--- src/rtl/reflet_regbank.sv ---
// reflet_regbank: architectural register bank and commit unit.
// Holds general registers, SR, SP and PC; commits one result per non-stalled
// cycle with PC auto-increment, push/pop SP adjustment, latched halt,
// single-level interrupt entry/return and a debug read port.
module reflet_regbank #(
    parameter int unsigned wordsize   = 16,
    parameter int unsigned reg_count  = 16,
    parameter int unsigned sr_id      = reg_count - 3,
    parameter int unsigned sp_id      = reg_count - 2,
    parameter int unsigned pc_id      = reg_count - 1,
    parameter int unsigned sp_init    = 4,
    parameter int unsigned int_vector = 2,
    localparam int unsigned IdxW      = $clog2(reg_count)
) (
    input  logic                clk,
    input  logic                reset,
    input  logic                stall,
    input  logic                wr_en,
    input  logic [IdxW-1:0]     wr_idx,
    input  logic [wordsize-1:0] wr_data,
    input  logic [1:0]          sp_op,
    input  logic                quit_req,
    input  logic                int_req,
    input  logic                int_ret,
    input  logic [IdxW-1:0]     rd_a_idx,
    input  logic [IdxW-1:0]     rd_b_idx,
    input  logic [IdxW-1:0]     dbg_idx,
    output logic [wordsize-1:0] rd_a,
    output logic [wordsize-1:0] rd_b,
    output logic [wordsize-1:0] dbg_data,
    output logic [wordsize-1:0] wr_reg,
    output logic [wordsize-1:0] sr,
    output logic [wordsize-1:0] sp,
    output logic [wordsize-1:0] pc,
    output logic                halted,
    output logic                int_active,
    output logic [wordsize-1:0] epc
);

    localparam logic [IdxW-1:0] SrIdx = IdxW'(sr_id);
    localparam logic [IdxW-1:0] SpIdx = IdxW'(sp_id);
    localparam logic [IdxW-1:0] PcIdx = IdxW'(pc_id);

    localparam logic [1:0] SpPush = 2'd1;
    localparam logic [1:0] SpPop  = 2'd2;

    logic [wordsize-1:0] regs_q [reg_count];
    logic [wordsize-1:0] regs_d [reg_count];
    logic                halted_q, halted_d;
    logic                int_active_q, int_active_d;
    logic [wordsize-1:0] epc_q, epc_d;

    logic                commit;
    logic                sp_adjust;
    logic                reg_write;
    logic [wordsize-1:0] pc_next;

    assign commit    = !stall && !halted_q;
    assign sp_adjust = (sp_op == SpPush) || (sp_op == SpPop);
    // A push/pop instruction never performs a general write.
    assign reg_write = wr_en && !sp_adjust;

    // Next-state: register array, PC sequencing, halt and interrupt bookkeeping.
    always_comb begin
        regs_d       = regs_q;
        halted_d     = halted_q;
        int_active_d = int_active_q;
        epc_d        = epc_q;
        pc_next      = regs_q[PcIdx];

        if (commit) begin
            if (sp_op == SpPush) begin
                regs_d[SpIdx] = regs_q[SpIdx] + wordsize'(1);
            end else if (sp_op == SpPop) begin
                regs_d[SpIdx] = regs_q[SpIdx] - wordsize'(1);
            end else if (reg_write) begin
                regs_d[wr_idx] = wr_data;
            end

            if (reg_write && (wr_idx == PcIdx)) begin
                pc_next = wr_data;
            end else begin
                pc_next = regs_q[PcIdx] + wordsize'(1);
            end

            if (quit_req) begin
                halted_d = 1'b1;
            end

            if (int_ret && int_active_q) begin
                pc_next      = epc_q;
                int_active_d = 1'b0;
            end else if (int_req && !int_active_q && !quit_req && !int_ret) begin
                // Save the PC this instruction would have produced.
                epc_d        = pc_next;
                pc_next      = wordsize'(int_vector);
                int_active_d = 1'b1;
            end

            regs_d[PcIdx] = pc_next;
        end
    end

    // State registers with synchronous active-low reset.
    always_ff @(posedge clk) begin
        if (!reset) begin
            for (int i = 0; i < int'(reg_count); i++) begin
                regs_q[i] <= '0;
            end
            regs_q[SrIdx] <= wordsize'(1);
            regs_q[SpIdx] <= wordsize'(sp_init);
            halted_q      <= 1'b0;
            int_active_q  <= 1'b0;
            epc_q         <= '0;
        end else begin
            regs_q       <= regs_d;
            halted_q     <= halted_d;
            int_active_q <= int_active_d;
            epc_q        <= epc_d;
        end
    end

    // Combinational reads of the stored array; no write-through bypass.
    always_comb begin
        rd_a       = regs_q[rd_a_idx];
        rd_b       = regs_q[rd_b_idx];
        dbg_data   = regs_q[dbg_idx];
        wr_reg     = regs_q[0];
        sr         = regs_q[SrIdx];
        sp         = regs_q[SpIdx];
        pc         = regs_q[PcIdx];
        halted     = halted_q;
        int_active = int_active_q;
        epc        = epc_q;
    end

endmodule

--- config.mk ---
export PLATFORM = sky130hd
export DESIGN_NAME = reflet_regbank
export DESIGN_NICKNAME = d
export VERILOG_FILES = /design/src/rtl/reflet_regbank.sv
export SDC_FILE = /design/constraint.sdc
export NUM_CORES = 1
export LEC_CHECK = 0
export ABC_AREA = 0
export BUFFER_PORTS_ARGS = -buffer_cell sky130_fd_sc_hd__clkbuf_2
export CAP_MARGIN = 20
export CORE_UTILIZATION = 45
export DETAILED_ROUTE_END_ITERATION = 7
export SLEW_MARGIN = 10
export SYNTH_ARGS = -nofsm -noshare
export SYNTH_HDL_FRONTEND = slang
export SYNTH_SLANG_ARGS = --single-unit
--- constraint.sdc ---
create_clock -name clk -period 3.51 [get_ports clk]
set_clock_uncertainty 0.15 [all_clocks]
set_input_delay 0.5265 -clock clk [delete_from_list [all_inputs] [get_ports clk]]
set_output_delay 0.5265 -clock clk [all_outputs]
set_load 0.03 [all_outputs]
==> flow_summary.yaml <==
route:
  drtAntennaViolNets: 0
  drtIter0Drc: 1706
  vias_per_cell: 6.613
  detail_route.first_pass.iterations: 5
  post_drt_wl_per_cell_um: 27.05
  drc_errors: 0
  routed_wl_mm: 61.78
  vias: 15110
final_layout:
  nFillCells: 3538
  drive_gt1_share_pct: 31.14
  nNetsFinal: 1791
  area_growth_pct: 11.43
  n_antenna_cell: 0
  regMostFlops: "regs_q"
  seq_area_um2: 5485
  stdcell_count: 2284
  mostFrequentLayoutCell: "dfxtp_1"
  largest_reg_flops: 192
  layout_common_cells: "dfxtp_1, mux4_2, clkbuf_2, nand2_1, nand3_1"
  multiInputGateArea_um2: 11110
timing:
  fin_ws_ps: 334.4
  finalSetupViolCount: 0
  rsz0062_at_grt: "false"
  tightest_slew_ps: 877.9
  setup_tns_ps: 0
  finalHoldViolCount: 0
  fin_crit_ps: 3176
  timing.fmax_mhz: 314.9
  slew_viol_final: 0
  fin_crit_sh_pct: 90.47
  max_slew_margin_pct: 41.39
placed_design:
  dp_cells: 2230
  gp_congestion: 0.9430
  place_ws_ps: 516.5
  io_buffers: 170
  hpwlAfterDp_mm: 43.82
yosys:
  syn-num-nets: 1768
  syn_inst: 1722
  synth.ff_latch_count: 274
  seq_area_frac_synth_pct: 30.67
  ys_warn_count: 0
  ys.flop_type: "dfxtp_1"
  async_reset_ff_share_pct: 0
  synth.distinct_cells: 72
  synth_edf_count: 0
  synth_area_per_cell_um2: 10.39
  synth_area_um2: 17880
die:
  rows: 72
  die_y_um: 201.4
  coreArea_um2: 38920
  start_util_pct: 45.95
  die_area_um2: 40540
  ios: 171
  die_x_um: 201.4
global_route:
  antenna_found_initial: 0
  overflow: 0
  grt_pass1_wl_mm: 93.60
  grt_pass1_vias: 14580
  grt_start_max_net_pins: 105
  grtUsageTotal_pct: 30.20
worst_setup_path:
  crit_path_max_fanout: 17
  worstPathRequired_ps: 2830
  worstSetupPathType: "flop to output port"
  start_kind: "flop"
  rr_worst_depth: 5
  slowest_delay_ps: 610
  crit_path_frequent_cell: "mux4_2"
  cp-startpoint: "sp[5]$_SDFFE_PN0P_"
  critPathSlowestCell: "mux4_2"
  worstPathCellList: "mux4_2, mux4_2, clkbuf_2"
  cp-end-kind: "output port"
  r2r-end: "sp[9]$_SDFFE_PN0P_"
  reg2reg_from: "sp[5]$_SDFFE_PN0P_"
  reg2reg_slack_ps: 920
  worstPathArrival_ps: 2500
clocking:
  postCtsHoldBufs: 0
  cts_buffer_depth: 3
  root_buffer: "clkbuf_16"
  cts_setup_buffers: 0
  clk_latency_ps: 580
  cts_tree: "done"
  cts_max_level: 1
  path_clk_slew_ps: 60
  cts_num_sinks: 274
  numCtsBuffers: 31
  postCtsResizedCells: 0
hold_path:
  min-delay-start: "int_ret"
  whs_endpoint: "int_active$_SDFFE_PN0P_"
  worstHoldPathType: "input pin to flop"
  worstHoldPathCells: 4
power:
  peakVddDrop_v: 0.0003778
  powerDensity_nw_per_um2: 379.6
  p_leak_uw: 0.007477
  fin_total_pwr_uw: 7563
outcome:
  status: "finished clean"
flow_run:
  cap_viol_max_count: 0
per-layer routing:
| metal | GRT usage [%] | vias up | routed length, µm |
|---|---|---|---|
| li1 | - | 6466 | - |
| met1 | 41.73 | 7624 | 24930 |
| met2 | 47.16 | 900 | 28600 |
| met3 | 6.770 | 115 | 6416 |
| met4 | 9.334 | 0 | 1836 |
| met5 | 0 | - | 0 |
cells by family after synthesis:
logic type,count (synthesis),synth area share (%)
simple gates,527,14.12
mux,365,37.23
flops,274,30.67
buf+inv,270,7.297
compound gates,267,9.648
xor+xnor,14,0.6857
fa+ha+maj,5,0.3498
stage by stage:
stage / cell area (µm²) / hold slack [ps] / utilization, %
final: 19930 / 148.9 / 51.20
after global routing: 19930 / 190.8 / 51.20
after CTS: 19930 / 143.7 / 51.20
after detailed placement: 18900 / 321.7 / 48.57
after global placement: 18900 / 309.0 / 48.57
after floorplan: 17880 / 302.3 / -
report_power, final:
| group | switching (µW) | internal [µW] | total [µW] |
|---|---|---|---|
| combinational | 619 | 362 | 981 |
| sequential | 108 | 3150 | 3260 |
| clock | 1360 | 1960 | 3330 |
cell type report:
cell class	count	area share [%]
multi-input combinational	1178	55.74
sequential	274	27.53
timing repair buffer	247	8.075
clock buffer	44	4.439
tap	518	3.253
clock inverter	10	0.7095
inverter	13	0.2574
worst max path at each step:
stage,to
after floorplan,dbg_data[6]
after global placement,rd_b[12]
after detailed placement,rd_b[13]
after CTS,dbg_data[5]
after global routing,dbg_data[5]
final,dbg_data[5]
synthesized netlist by cell type, drive strengths merged, types with 24 or more instances:
master  count  area share [%]
dfxtp     274              31
mux4      240              30
nand2     144             3.0
clkbuf    134             2.8
nand3     128             3.6
nor2      126             2.6
mux2i     124             6.9
buf       123             4.2
a21oi      98             2.7
a21boi     64             2.7
nor2b      42             1.5
o21ai      36             1.0
nor3       24            0.73
worst max-delay path, delay by kind of cell (launching register included):
family | cells | cell delay, ps
buf+inv | 1 | 200
mux | 2 | 1110
flops | 1 | 600
(Power assumes the default switching activity.)
